===== src/rtl/prime_buffer_pkg.sv =====
// Shared types for the prime buffer: controller state encoding and a sizing helper.
package prime_buffer_pkg;

  typedef enum logic [2:0] {
    StStart    = 3'd0,
    StIssue    = 3'd1,
    StWaitLow  = 3'd2,
    StWaitHigh = 3'd3,
    StHalt     = 3'd4
  } state_e;

  function automatic int unsigned pow2(input int unsigned log2v);
    return 32'd1 << log2v;
  endfunction

endpackage


===== src/rtl/prime_buffer_sync_fifo.sv =====
// Small synchronous FIFO with occupancy count; head entry is always visible on pop_data.
module prime_buffer_sync_fifo
  import prime_buffer_pkg::*;
#(
  parameter int unsigned WIDTH     = 16,
  parameter int unsigned DEPTH_LOG = 2
) (
  input  logic                 clk,
  input  logic                 rst,
  input  logic                 push,
  input  logic [WIDTH-1:0]     push_data,
  input  logic                 pop,
  output logic [WIDTH-1:0]     pop_data,
  output logic                 valid,
  output logic                 full,
  output logic [DEPTH_LOG:0]   count
);

  localparam int unsigned DEPTH = pow2(DEPTH_LOG);
  localparam logic [DEPTH_LOG:0] DepthCnt = (DEPTH_LOG + 1)'(DEPTH);

  logic [WIDTH-1:0]     mem_q [DEPTH];
  logic [DEPTH_LOG-1:0] wr_ptr_q, rd_ptr_q;
  logic [DEPTH_LOG:0]   count_q, count_d;
  logic                 do_push, do_pop;

  assign do_pop  = pop && (count_q != '0);
  assign do_push = push && ((count_q != DepthCnt) || do_pop);

  always_comb begin
    count_d = count_q;
    unique case ({do_push, do_pop})
      2'b10:   count_d = count_q + (DEPTH_LOG + 1)'(1);
      2'b01:   count_d = count_q - (DEPTH_LOG + 1)'(1);
      default: count_d = count_q;
    endcase
  end

  // Storage is cleared on reset so the head never reads back as X.
  always_ff @(posedge clk) begin
    if (!rst) begin
      for (int unsigned i = 0; i < DEPTH; i++) begin
        mem_q[i] <= '0;
      end
      wr_ptr_q <= '0;
      rd_ptr_q <= '0;
      count_q  <= '0;
    end else begin
      if (do_push) begin
        mem_q[wr_ptr_q] <= push_data;
        wr_ptr_q        <= wr_ptr_q + DEPTH_LOG'(1);
      end
      if (do_pop) begin
        rd_ptr_q <= rd_ptr_q + DEPTH_LOG'(1);
      end
      count_q <= count_d;
    end
  end

  always_ff @(posedge clk) begin
    if (rst) begin
      assert (count_q <= DepthCnt);
    end
  end

  assign pop_data = mem_q[rd_ptr_q];
  assign valid    = (count_q != '0);
  assign full     = (count_q == DepthCnt);
  assign count    = count_q;

endmodule


===== src/rtl/prime_buffer.sv =====
// Drives the prime generator one request at a time and queues strictly increasing results;
// a generator error or a non-increasing result halts issuing until reset.
module prime_buffer
  import prime_buffer_pkg::*;
#(
  parameter int unsigned WIDTH_LOG = 4,
  parameter int unsigned DEPTH_LOG = 2
) (
  input  logic                        clk,
  input  logic                        rst,
  output logic                        gen_go,
  input  logic                        gen_ready,
  input  logic                        gen_error,
  input  logic [(1<<WIDTH_LOG)-1:0]   gen_res,
  output logic                        out_valid,
  input  logic                        out_ready,
  output logic [(1<<WIDTH_LOG)-1:0]   out_data,
  output logic                        out_error,
  output logic [DEPTH_LOG:0]          count
);

  localparam int unsigned WIDTH = pow2(WIDTH_LOG);

  state_e           state_q, state_d;
  logic             gen_go_q, gen_go_d;
  logic [WIDTH-1:0] last_q, last_d;
  logic             error_q, error_d;
  logic             push;
  logic             fifo_full;

  always_comb begin
    state_d  = state_q;
    gen_go_d = 1'b0;
    last_d   = last_q;
    error_d  = error_q;
    push     = 1'b0;
    unique case (state_q)
      // The generator's post-reset seed is consumed here, never pushed.
      StStart: begin
        if (gen_ready) state_d = StIssue;
      end
      StIssue: begin
        if (!fifo_full) begin
          gen_go_d = 1'b1;
          state_d  = StWaitLow;
        end
      end
      StWaitLow: begin
        if (!gen_ready) state_d = StWaitHigh;
      end
      StWaitHigh: begin
        if (gen_ready) begin
          // A result not above the previous one means the search wrapped.
          if (gen_error || (gen_res <= last_q)) begin
            error_d = 1'b1;
            state_d = StHalt;
          end else begin
            push    = 1'b1;
            last_d  = gen_res;
            state_d = StIssue;
          end
        end
      end
      StHalt: begin
        error_d = 1'b1;
      end
      default: begin
        state_d = StStart;
      end
    endcase
  end

  always_ff @(posedge clk) begin
    if (!rst) begin
      state_q  <= StStart;
      gen_go_q <= 1'b0;
      last_q   <= WIDTH'(1);
      error_q  <= 1'b0;
    end else begin
      state_q  <= state_d;
      gen_go_q <= gen_go_d;
      last_q   <= last_d;
      error_q  <= error_d;
    end
  end

  prime_buffer_sync_fifo #(
    .WIDTH     (WIDTH),
    .DEPTH_LOG (DEPTH_LOG)
  ) u_fifo (
    .clk       (clk),
    .rst       (rst),
    .push      (push),
    .push_data (gen_res),
    .pop       (out_ready),
    .pop_data  (out_data),
    .valid     (out_valid),
    .full      (fifo_full),
    .count     (count)
  );

  assign gen_go    = gen_go_q;
  assign out_error = error_q;

endmodule


===== config.mk =====
export PLATFORM = sky130hd
export DESIGN_NAME = prime_buffer
export DESIGN_NICKNAME = d
export VERILOG_FILES = /design/src/rtl/prime_buffer_pkg.sv /design/src/rtl/prime_buffer_sync_fifo.sv /design/src/rtl/prime_buffer.sv
export SDC_FILE = /design/constraint.sdc
export NUM_CORES = 1
export LEC_CHECK = 0
export CORE_MARGIN = 2
export CORE_UTILIZATION = 56
export CTS_BUF_LIST = sky130_fd_sc_hd__clkbuf_16
export CTS_CLUSTER_DIAMETER = 120
export DETAILED_ROUTE_END_ITERATION = 8
export GPL_ROUTABILITY_DRIVEN = 1
export PLACE_DENSITY = 0.78
export REMOVE_ABC_BUFFERS = 1
export SLEW_MARGIN = 20
export SYNTH_ARGS = -nofsm -noshare
export SYNTH_HDL_FRONTEND = slang
export SYNTH_SLANG_ARGS = --single-unit

===== constraint.sdc =====
create_clock -name clk -period 4.9 [get_ports clk]
set_clock_uncertainty 0.1 [all_clocks]
set_input_delay 1.225 -clock clk [delete_from_list [all_inputs] [get_ports clk]]
set_output_delay 1.225 -clock clk [all_outputs]
set_load 0.05 [all_outputs]

==> flow_summary.toml <==
[outcome]
outcome = "finished clean"

[logic_synthesis]
dominantRegCellSynth = "edfxtp_1"
yosysMostFrequentCell = "edfxtp_1"
postSynth.asyncResetShare_pct = 0
yosysUniqueCellTypes = 42
synth.yosys.seq_area_share_pct = 56.9
synth_top_area_share_pct = 43.3
synth_edf_count = 64
synth_largest_area_cell = "edfxtp_1"
yosysWarnings = 0
syn_inst = 346
avgSynthCellArea_um2 = 12.8
ys_ff_latch = 94
synth_commonest_cells = "edfxtp_1, and2_1, dfxtp_1, nor2_1, inv_1"
syn_area_um2 = 4440
synth_area_leaders = "edfxtp_1, dfxtp_1, and2_1, mux4_2, ha_1"

[clock_network]
cts_resized = 0
cts_setup_buffers = 0
hold_buffers = 0
cts_tree = "yes"
clk_pin_slew_ns = 0.06
htreeDepth = 3
numCtsBuffers = 9
insertion_delay_ns = 0.34
cts_sinks = 94
root_buffer = "clkbuf_16"
clock_path_buffers = 2

[sta]
rsz0062_at_grt = "false"
finalSetupViolCount = 0
worst_pin_slew_ns = 0.885
period_needed_ns = 4.16
slew_viol_final = 0
relSlewSlack_pct = 40.9
whs_ns = 0.373
hold_viol_final = 0
fmax_ghz = 0.241
finalCritPeriodShare_pct = 84.8
tns_ns = 0

[global_route]
grt_use_met3_pct = 3.55
gr-usage-met2_pct = 39.4
antenna_found_initial = 0
grt_pass1_vias = 2990
use_met1_pct = 25.6
grt_max_degree = 25
grt-busiest-layer = "met2"
grt-ovfl-total = 0
track_usage_pct = 22.2
grt_pass1_wl_um = 14400

[pwr]
power.density_nw_per_um2 = 392
ir_drop_mv = 0.215
p_leak_nw = 2.09

[routing]
drt_iter0_markers = 156
routed_via_density = 5.54
drt.antenna.violating_nets = 0
wl_um = 8710
drt-pass1-iter-count = 4
drc = 0
detail_route.wl_per_cell_um = 17.3
vias = 2781

[floorplan]
die_h_um = 93.0
start_util_pct = 57.7
rows = 32
io_pins = 43
die_w_um = 93.0
dieArea_um2 = 8650
coreArea_um2 = 7690

[final_layout]
multiInputGateArea_um2 = 1750
final_cell_area_um2 = 5320
diodes = 0
syn_to_final_growth_pct = 19.8
regArea_um2 = 2520
drive_gt1_share_pct = 13.3
fillCellCount = 554
nets = 433

[setup_path]
cpPeakStageDelay_ns = 0.68
crit_chain = "clkdlybuf4s50_1 > ha_1 > nand4_1 > nor4_4 > a221o_1 > nand3_1 > nor3_4 > and2_1"
critPathKind = "primary input to flop"
required_ns = 5.01
startpoint_type = "primary input"
cp_slowest_cell = "nor3_4"
critPathArrivalTime_ns = 4.26
crit_path_end_kind = "flop"
crit_fanout = 15

[place]
gp_congestion = 0.848
detailed_place.area_um2 = 4990
io_buffer_count = 42
dp_hpwl_um = 5940

[job]
maxCapViolCount = 0

[worst_hold_path]
hp-class = "flop to flop"
[kinds of logic (layout without fill, tap and decap cells)]
family,Yosys count,after routing,synth area share (%)
muxes,34,34,12.2
DFF,94,94,56.9
AOI/OAI and AO/OA,33,33,5.22
and+or+nand+nor,127,127,16.5
buffers and inverters,39,93,3.89
xor gates and xnor gates,2,2,0.395
adders and majority gates,17,17,4.96
[routing by layer]
layer | vias to the layer above | wire length [um]
li1 | 1345 | -
met4 | 0 | 282
met1 | 1340 | 3500
met5 | - | 0
met3 | 23 | 375
met2 | 73 | 4550
[flip-flops by register name, indices dropped and copies added, names as in the netlist, named ones only]
signal / flops
last_q: 16
gen_go: 1
u_fifo.count: 3
out_error: 1
u_fifo.wr_ptr_q: 2
state_q: 3
u_fifo.mem_q: 64
u_fifo.rd_ptr_q: 2
[cells in the final DEF, fill, tap and decap left out, types with 3 or more instances in the layout]
| master | count |
|---|---|
| a21o_1 | 3 |
| a21oi_1 | 12 |
| and2_1 | 62 |
| buf_4 | 12 |
| clkbuf_16 | 9 |
| clkdlybuf4s50_1 | 42 |
| dfxtp_1 | 30 |
| edfxtp_1 | 64 |
| ha_1 | 16 |
| inv_1 | 24 |
| mux2i_1 | 18 |
| mux4_2 | 16 |
| nand2_1 | 18 |
| nand3_1 | 4 |
| nor2_1 | 24 |
| nor4_1 | 3 |
| o21ai_0 | 3 |
| o21ai_1 | 3 |
[path summary, 6_finish.rpt]
kind / startpoint / to / slack, ns / cells past startpoint
max: gen_res[11] / u_fifo.mem_q[0][13] / 0.74 / 8
min: out_error / out_error / 0.37 / 1
max reg2reg: last_q[11] / u_fifo.mem_q[0][13] / 1.78 / 8
min reg2reg: out_error / out_error / 0.37 / 1
[worst max-delay path, delay by kind of cell]
family	cells	cell delay (ns)
AOI/OAI and AO/OA	1	0.25
adders and majority gates	1	0.37
buffers and inverters	1	0.49
and+or+nand+nor	5	1.91
[final cells by class]
cell class	instances	share of cell area, %
clock buffers	9	4.24
clock inverters	7	1.81
inverters	23	1.62
multi-input cells	213	32.9
flip-flops and latches	94	47.5
well taps	102	2.40
repair buffers	54	9.60
[where the power goes]
group	total [mW]	leakage, nW	internal [mW]	switching, mW
Combinational	0.423	1.03	0.173	0.250
Sequential	0.912	0.903	0.880	0.0315
Clock	0.746	0.154	0.449	0.298
[stage by stage]
| stage | util [%] | setup slack (ns) | std cells | power (mW) |
|---|---|---|---|---|
| after floorplan | - | 0.383 | 330 | 1.21 |
| after global placement | 65.0 | 0.515 | 486 | 1.34 |
| after detailed placement | 65.0 | 0.405 | 486 | 1.35 |
| after CTS | 69.1 | 0.730 | 502 | 2.09 |
| after global routing | 69.1 | 0.541 | 502 | 2.14 |
| final | 69.1 | 0.743 | 502 | 2.08 |
Note: power is estimated with default switching activity, not from simulation.
